**src/rtl/pipe_ctl_pkg.sv**
```systemverilog
// pipe_ctl_pkg
// Shared definitions for the control-path pipeline register.
// Holds the bit positions of the MIPS control bundle, a packed struct
// view over those bits and an all-zero "no operation" bundle.
// The bundle bits are RegWrite, MemtoReg, Jump, JumpReg and branchSel.

package pipe_ctl_pkg;

    // Bit positions of each control signal inside the bundle
    localparam int CTL_REGWRITE  = 0;
    localparam int CTL_MEMTOREG  = 1;
    localparam int CTL_JUMP      = 2;
    localparam int CTL_JUMPREG   = 3;
    localparam int CTL_BRANCHSEL = 4;
    localparam int CTL_W         = 5;

    // Field order is MSB first, so each field sits at its CTL_* bit position
    typedef struct packed {
        logic branch_sel;
        logic jump_reg;
        logic jump;
        logic mem_to_reg;
        logic reg_write;
    } ctl_bundle_t;

    // Bundle seen by downstream logic for an idle or killed slot
    localparam ctl_bundle_t CTL_NOP = '0;

endpackage

```
**src/rtl/pipe_ctl_slot.sv**
```systemverilog
// pipe_ctl_slot
// One stage of the control-path pipeline: a valid bit plus a WIDTH-bit
// control register, the stage's ready term and the zero gating.
//
// Ports:
//   clk, reset   : clock (rising edge), synchronous active-high reset
//   flush        : clears the stage on the next edge
//   prev_valid   : valid of the predecessor (or pipeline input)
//   prev_ctl     : control bundle of the predecessor (or pipeline input)
//   next_rdy     : ready of the successor (or downstream out_ready)
//   slot_valid   : this stage holds a valid entry
//   slot_ctl     : this stage's bundle, zero whenever slot_valid is 0
//   slot_rdy     : this stage can take the predecessor's entry this cycle

module pipe_ctl_slot
    import pipe_ctl_pkg::*;
#(
    parameter int WIDTH = CTL_W
) (
    input  logic             clk,
    input  logic             reset,
    input  logic             flush,
    input  logic             prev_valid,
    input  logic [WIDTH-1:0] prev_ctl,
    input  logic             next_rdy,
    output logic             slot_valid,
    output logic [WIDTH-1:0] slot_ctl,
    output logic             slot_rdy
);

    logic             valid_q, valid_d;
    logic [WIDTH-1:0] ctl_q, ctl_d;

    // An empty stage always accepts, which is what collapses bubbles
    assign slot_rdy = !valid_q || next_rdy;

    always_comb begin
        valid_d = valid_q;
        ctl_d   = ctl_q;
        if (flush) begin
            valid_d = 1'b0;
            ctl_d   = '0;
        end else if (slot_rdy) begin
            // Store zero for an invalid predecessor so a bubble never carries stale bits
            valid_d = prev_valid;
            ctl_d   = prev_valid ? prev_ctl : '0;
        end
    end

    always_ff @(posedge clk) begin
        if (reset) begin
            valid_q <= 1'b0;
            ctl_q   <= '0;
        end else begin
            valid_q <= valid_d;
            ctl_q   <= ctl_d;
        end
    end

    assign slot_valid = valid_q;
    assign slot_ctl   = valid_q ? ctl_q : '0;

endmodule

```
**src/rtl/pipe_ctl_reg.sv**
```systemverilog
// pipe_ctl_reg
// Generic control-path pipeline register: carries a WIDTH-bit control
// bundle through DEPTH stages with valid/ready backpressure, bubble
// collapsing and synchronous flush. Idle slots always read as zero.
//
// Optional feature macro: PIPE_CTL_STAT_EN adds the CNT_W parameter and the
// saturating stall_cnt / flush_cnt statistics counters and ports.
//
// Ports:
//   clk, reset          : clock (rising edge), synchronous active-high reset
//   in_valid / in_ready : upstream handshake
//   in_ctl              : incoming control bundle
//   flush               : kill every in-flight entry on the next edge
//   out_valid/out_ready : downstream handshake
//   out_ctl             : last-stage bundle, zero when out_valid is 0
//   stall_cnt           : cycles with out_valid=1 and out_ready=0 (macro only)
//   flush_cnt           : valid entries killed by flush (macro only)

module pipe_ctl_reg
    import pipe_ctl_pkg::*;
#(
    parameter int WIDTH = CTL_W,
    parameter int DEPTH = 1
`ifdef PIPE_CTL_STAT_EN
    ,
    parameter int CNT_W = 16
`endif
) (
    input  logic             clk,
    input  logic             reset,
    input  logic             in_valid,
    output logic             in_ready,
    input  logic [WIDTH-1:0] in_ctl,
    input  logic             flush,
    output logic             out_valid,
    input  logic             out_ready,
    output logic [WIDTH-1:0] out_ctl
`ifdef PIPE_CTL_STAT_EN
    ,
    output logic [CNT_W-1:0] stall_cnt,
    output logic [CNT_W-1:0] flush_cnt
`endif
);

    // Unpacked per-stage wires keep each ready term separate in the chain
    logic             stage_valid [DEPTH];
    logic [WIDTH-1:0] stage_ctl   [DEPTH];
    logic             stage_rdy   [DEPTH];

    for (genvar i = 0; i < DEPTH; i++) begin : g_slot
        logic             prev_valid;
        logic [WIDTH-1:0] prev_ctl;
        logic             next_rdy;

        if (i == 0) begin : g_first
            assign prev_valid = in_valid;
            assign prev_ctl   = in_ctl;
        end else begin : g_mid
            assign prev_valid = stage_valid[i-1];
            assign prev_ctl   = stage_ctl[i-1];
        end

        if (i == DEPTH - 1) begin : g_last
            assign next_rdy = out_ready;
        end else begin : g_inner
            assign next_rdy = stage_rdy[i+1];
        end

        pipe_ctl_slot #(
            .WIDTH(WIDTH)
        ) u_slot (
            .clk        (clk),
            .reset      (reset),
            .flush      (flush),
            .prev_valid (prev_valid),
            .prev_ctl   (prev_ctl),
            .next_rdy   (next_rdy),
            .slot_valid (stage_valid[i]),
            .slot_ctl   (stage_ctl[i]),
            .slot_rdy   (stage_rdy[i])
        );
    end

    // During a flush the input handshake still completes; the entry is simply dropped
    assign in_ready  = stage_rdy[0];
    assign out_valid = stage_valid[DEPTH-1];
    assign out_ctl   = stage_ctl[DEPTH-1];

`ifdef PIPE_CTL_STAT_EN
    localparam int LIVE_W = $clog2(DEPTH + 1);

    logic [LIVE_W-1:0] live_cnt;
    logic [CNT_W:0]    flush_sum;
    logic [CNT_W-1:0]  stall_cnt_q, stall_cnt_d;
    logic [CNT_W-1:0]  flush_cnt_q, flush_cnt_d;

    // Number of valid entries that a flush this cycle would kill
    always_comb begin
        live_cnt = '0;
        for (int i = 0; i < DEPTH; i++) begin
            live_cnt = live_cnt + LIVE_W'(stage_valid[i]);
        end
    end

    // One spare bit catches the carry so the flush count can saturate
    assign flush_sum = {1'b0, flush_cnt_q} + (CNT_W + 1)'(live_cnt);

    always_comb begin
        stall_cnt_d = stall_cnt_q;
        if (stage_valid[DEPTH-1] && !out_ready && (stall_cnt_q != '1)) begin
            stall_cnt_d = stall_cnt_q + CNT_W'(1);
        end
        flush_cnt_d = flush_cnt_q;
        if (flush) begin
            flush_cnt_d = flush_sum[CNT_W] ? '1 : flush_sum[CNT_W-1:0];
        end
    end

    always_ff @(posedge clk) begin
        if (reset) begin
            stall_cnt_q <= '0;
            flush_cnt_q <= '0;
        end else begin
            stall_cnt_q <= stall_cnt_d;
            flush_cnt_q <= flush_cnt_d;
        end
    end

    assign stall_cnt = stall_cnt_q;
    assign flush_cnt = flush_cnt_q;
`endif

endmodule

```
**config.mk**
```make
export PLATFORM = sky130hd
export DESIGN_NAME = pipe_ctl_reg
export DESIGN_NICKNAME = d
export VERILOG_FILES = /design/src/rtl/pipe_ctl_pkg.sv /design/src/rtl/pipe_ctl_slot.sv /design/src/rtl/pipe_ctl_reg.sv
export SDC_FILE = /design/constraint.sdc
export NUM_CORES = 1
export LEC_CHECK = 0
export CAP_MARGIN = 25
export CELL_PAD_IN_SITES_DETAIL_PLACEMENT = 2
export CELL_PAD_IN_SITES_GLOBAL_PLACEMENT = 2
export CORE_UTILIZATION = 17
export DETAILED_ROUTE_END_ITERATION = 8
export MAX_ROUTING_LAYER = met4
export PLACE_DENSITY_LB_ADDON = 0.1
export SYNTH_ARGS = -nofsm -noshare
export SYNTH_HDL_FRONTEND = slang
export SYNTH_SLANG_ARGS = --single-unit
```
**constraint.sdc**
```tcl
create_clock -name clk -period 1.41 [get_ports clk]
set_input_delay 0.141 -clock clk [delete_from_list [all_inputs] [get_ports clk]]
set_output_delay 0.141 -clock clk [all_outputs]
set_load 0.005 [all_outputs]
```
* Yosys cells after proc, flatten, opt, wreduce, memory -nomap -nowiden
Cells that the tools add are included.
Word-level totals: flip-flop bits (word level) 6, output and inout bits 7, logic and storage cells 7
Operators by class: multiplexer cells 2, reduce and logical (&&, ||, !) cells 3
Operator list (count):
- 5-bit 2-to-1 mux | 2
- 2-bit OR reduction | 1
- 1-bit zero test | 1
- 1-bit logical OR | 1

* Depth between registers and ports, before layout
Gate-level depths: netlist of the first run.
depth after elaboration 2, depth in mapped cells 4, mapped depth without buffers 3

* Worst setup path before layout of the first run
OpenSTA, ideal clock, no wires.
kind register to register, from register g_slot[0].u_slot.valid_q, to register g_slot[0].u_slot.ctl_q[0], setup slack 0.320 ns, stages on the path, launching flop included 5, period minus slack after synthesis 1.090 ns, arrival time 1.026 ns, cells stage by stage dfxtp_1 -> nand2b_1 -> buf_6 -> a211o_4 -> nor2_1
On the way: word-level cells in the longest chain between the ends 2
Ends and longest elaborated chain:
- start: declaration | RTL line pipe_ctl_slot.sv:31 | logic valid_q, valid_d;
- start signal: assignment | RTL line pipe_ctl_slot.sv:55 | valid_q <= valid_d;
- 1-bit zero test | RTL line pipe_ctl_slot.sv:35 | assign slot_rdy = !valid_q || next_rdy;
- 1-bit logical OR | RTL line pipe_ctl_slot.sv:35
- net in_ready | RTL line pipe_ctl_reg.sv:32 | output logic in_ready,
- end signal: assignment | RTL line pipe_ctl_slot.sv:56 | ctl_q <= ctl_d;
- end: declaration | RTL line pipe_ctl_slot.sv:32 | logic [WIDTH-1:0] ctl_q, ctl_d;
The timed path passes the listed nets, and every way through them passes these cells. A chain may end at the register's enable or synchronous reset.

* Worst setup path after layout of the first run
from input out_ready, to output in_ready
On the way: word-level cells in the longest chain between the ends 1
Ends and longest elaborated chain:
- start: declaration | RTL line pipe_ctl_reg.sv:36 | input logic out_ready,
- 1-bit logical OR | RTL line pipe_ctl_slot.sv:35
- end: declaration | RTL line pipe_ctl_reg.sv:32
No other way between the ends.

==> Flow_metrics.wiki, run 1 <==
{| class="wikitable"
! Metric !! Value
|-
| Run status || finished, final reports clean
|-
| Drt first pass iters || 2
|-
| Die boundary height || 41.8 um
|-
| TritonCTS clock tree || done
|-
| Ports placed on the boundary || 17
|-
| Crit Reg-Reg Startpoint || g_slot[0].u_slot.slot_valid$_SDFFE_PP0P_
|-
| Number of port buffers || 16
|-
| Switching part of the total power || 21.0%
|-
| Total global routing overflow || 0
|-
| Clock-pin transition on the worst setup and hold timing paths || 0.04 ns
|-
| Largest buffer count on any clock path || 2
|-
| Syn. warnings || 0
|-
| Final GP Congestion || 0.633
|-
| Number of antenna cells inserted || 0
|-
| Power density normalized to cell area || 810 nW/um^2
|-
| Core region area || 1380 sq um
|-
| Total power consumption of the routed design || 391 uW
|-
| Global-route wire length before repair || 1.29 mm
|-
| Combined area of all synthesized cells || 269 sq um
|-
| Via-per-instance ratio || 4.13
|-
| Post-synthesis net count || 36
|-
| Vias in the first global route || 299
|-
| Layout filler cell count || 151
|-
| Horizontal die dimension || 41.8 um
|-
| Hold violation count in the final report || 0
|-
| Fraction of the cycle the final worst path needs || 95.8%
|-
| Register area share after synthesis || 44.7%
|-
| Power share of the combinational group || 13.7%
|-
| Measured slew at the worst slew-check pin || 0.150 ns
|-
| Area Overhead vs Synth || 79.5%
|-
| Total vias in the final route || 252
|-
| Layout cell share with drive strength beyond 1 || 26.1%
|-
| Crit path capture type || output pin
|-
| Unrepaired setup endpoints after global routing || false
|-
| Post-Route WL || 779 um
|-
| Number of buffers added by the clock tree synthesis step || 3
|-
| DRC errors left || 0
|-
| Number of routed nets with antenna violations || 0
|-
| Total count of max-transition violations in the final report || 0
|-
| Worst Path Class, Setup || primary input to output pin
|-
| Number of unique standard cell types used by synthesis || 8
|-
| Buffer cell driving the clock tree root || sky130_fd_sc_hd__clkbuf_4
|-
| Detailed-placement wirelength estimate || 586 um
|-
| Hold-critical path endpoint || g_slot[0].u_slot.ctl_q[0]$_SDFFE_PP0P_
|-
| Maximum number of pins on one net before global-route repair || 8
|-
| Slack of the worst reg-to-reg path || 0.24 ns
|-
| Clock network fraction of design power || 40.6%
|-
| Worst-path maximum fanout || 2
|-
| Nets@finish || 58
|-
| Placed cell count || 57
|-
| Startpoint of the lowest-slack hold path || g_slot[0].u_slot.ctl_q[0]$_SDFFE_PP0P_
|-
| Destination of the worst register-to-register timing path || g_slot[0].u_slot.ctl_q[3]$_SDFFE_PP0P_
|-
| GRT Overall Usage || 10.4%
|-
| Gate Count Post-Synth || 26
|-
| Setup ws final || 0.0586 ns
|-
| MaxCap Viol Count || 0
|-
| Final Critical Period || 1.35 ns
|-
| CTS H-tree lvls || 1
|-
| Worst IR Drop VDD || 0.000295 V
|-
| Max frequency || 740 MHz
|-
| Arrival time of the worst setup path || 1.21 ns
|-
| Source-to-sink clock delay at the later pin of the worst-skew pair || 0.24 ns
|-
| Antenna violations before repair || 0
|-
| Max Clock Skew || 0.000408 ns
|-
| CTS sink count || 6
|-
| Hold/Removal Path Class || flop to flop
|-
| Final setup viols || 0
|-
| Req. time, crit path || 1.27 ns
|-
| Final sum of negative setup slack || 0 ns
|-
| Std cell rows || 13
|-
| Startpoint type of the worst setup path || primary input
|-
| Cell depth of the worst hold path || 2
|-
| Routed wirelength normalized by instance count || 12.8 um
|-
| Leakage || 0.293 nW
|-
| #FFs+latches synth || 6
|-
| Mean post-synth cell area || 10.3 sq um
|-
| Worst reg2reg path depth || 4
|-
| Worst rel slew slack || 89.7%
|-
| Portion of total power attributed to sequential cells || 45.7%
|-
| Internal power || 309 uW
|-
| Count of routing violations after the opening detailed-route iteration || 1
|-
| Reported net switching power || 82.2 uW
|-
| Cell Count, Final, Fillers Out || 61
|-
| Die Outline Area || 1750 sq um
|-
| Starting utilization of the core area || 19.5%
|-
| Worst Setup Slack post-DPL || -0.0447 ns
|}
-- final cells by class --
cell class | instances | area [sq um] | share of cell area [%]
Inverter | 2 | 7.51 | 1.55
Tap cell | 15 | 18.8 | 3.89
Sequential cell | 6 | 124 | 25.6
Timing Repair Buffer | 18 | 180 | 37.3
Clock buffer | 3 | 22.5 | 4.66
Multi-Input combinational cell | 17 | 130 | 26.9
-- critical path: stages --
cell and delay (ns):
sky130_fd_sc_hd__clkdlybuf4s50_1 0.45, sky130_fd_sc_hd__nand2b_1 0.12, sky130_fd_sc_hd__clkdlybuf4s50_1 0.50
-- registers in the layout, summed over array words and instances, names as in the netlist --
register                  cells
g_slot.u_slot.slot_valid      1
g_slot.u_slot.ctl_q           5
-- layout by cell type, fill, tap and decap left out, types with 2 or more instances in the layout --
cell / Yosys / routed
sky130_fd_sc_hd__and2_2: 5 / 5
sky130_fd_sc_hd__inv_1: 2 / 2
sky130_fd_sc_hd__dlymetal6s2s_1: 0 / 3
sky130_fd_sc_hd__dfxtp_1: 6 / 5
sky130_fd_sc_hd__nor2_1: 5 / 5
sky130_fd_sc_hd__buf_4: 0 / 2
sky130_fd_sc_hd__clkbuf_4: 0 / 3
sky130_fd_sc_hd__clkdlybuf4s50_1: 0 / 11
sky130_fd_sc_hd__dlygate4sd2_1: 0 / 2
sky130_fd_sc_hd__mux2i_1: 5 / 5
-- routing by layer --
layer / vias up / routed length [um] / GRT usage (%)
li1: 123 / - / -
met1: 112 / 342 / 11.5
met2: 13 / 359 / 15.9
met3: 4 / 56 / 2.61
met4: 0 / 20 / 7.74
met5: - / 0 / -
-- synthesized netlist by cell type --
master | count | area (sq um)
sky130_fd_sc_hd__a211o_4 | 1 | 17.5
sky130_fd_sc_hd__and2_2 | 5 | 37.5
sky130_fd_sc_hd__buf_6 | 1 | 11.3
sky130_fd_sc_hd__dfxtp_1 | 6 | 120
sky130_fd_sc_hd__inv_1 | 2 | 7.51
sky130_fd_sc_hd__mux2i_1 | 5 | 50.1
sky130_fd_sc_hd__nand2b_1 | 1 | 6.26
sky130_fd_sc_hd__nor2_1 | 5 | 18.8
-- timing repair --
item | CTS | global route
cloned | 0 | 0
pin swaps | 0 | 0
hold buffers | 0 | 0
buffers inserted | 0 | 1
resized for setup | 4 | 3
setup endpoints to repair | 6 | 3
-- through the flow --
step / area, sq um / utilization, % / hold WS [ns]
after global placement: 444 / 32.1 / 0.478
after global routing: 483 / 34.9 / 0.540
after detailed placement: 444 / 32.1 / 0.488
final: 483 / 34.9 / 0.489
after floorplan: 269 / - / 0.288
after CTS: 468 / 33.8 / 0.501
-- power groups by stage --
stage	Clock [mW]	Sequential, mW	Combinational (mW)
after floorplan	0	0.181	0.0185
after global placement	0	0.183	0.0515
after detailed placement	0	0.183	0.0534
after CTS	0.163	0.179	0.0534
after global routing	0.173	0.179	0.0581
final	0.159	0.179	0.0537
-- how the worst max path moves through the flow --
| stage | cells past startpoint | slack, ns | endpoint | startpoint |
|---|---|---|---|---|
| after global routing | 3 | 0.01 | in_ready | out_ready |
| final | 3 | 0.06 | in_ready | out_ready |
| after CTS | 2 | 0.007 | out_ctl[3] | g_slot[0].u_slot.slot_valid$_SDFFE_PP0P_ |
| after floorplan | 4 | 0.32 | g_slot[0].u_slot.ctl_q[0]$_SDFFE_PP0P_ | g_slot[0].u_slot.slot_valid$_SDFFE_PP0P_ |
| after global placement | 5 | -0.007 | g_slot[0].u_slot.ctl_q[2]$_SDFFE_PP0P_ | out_ready |
| after detailed placement | 5 | -0.04 | g_slot[0].u_slot.ctl_q[4]$_SDFFE_PP0P_ | out_ready |
-- cell families (layout without fill, tap and decap cells) --
kind of cell,Yosys count,count (layout),share of synthesized area [%]
AND/OR/NAND/NOR,11,11,23.3
multiplexers,5,5,18.6
buffers and inverters,3,23,6.98
AO/OA/AOI/OAI,1,1,6.51
flip-flops,6,6,44.7
(Power assumes the default switching activity.)
==> run 2, diff against run 1 <==
--- a/config.mk
+++ b/config.mk
@@ -9,6 +9,7 @@
 export CELL_PAD_IN_SITES_DETAIL_PLACEMENT = 2
 export CELL_PAD_IN_SITES_GLOBAL_PLACEMENT = 2
 export CORE_UTILIZATION = 17
+export CTS_CLUSTER_SIZE = 20
 export DETAILED_ROUTE_END_ITERATION = 8
 export MAX_ROUTING_LAYER = met4
 export PLACE_DENSITY_LB_ADDON = 0.1
==> results of run 2 <==
Same layout as run 1: the final DEF is identical, and so are final timing and power.
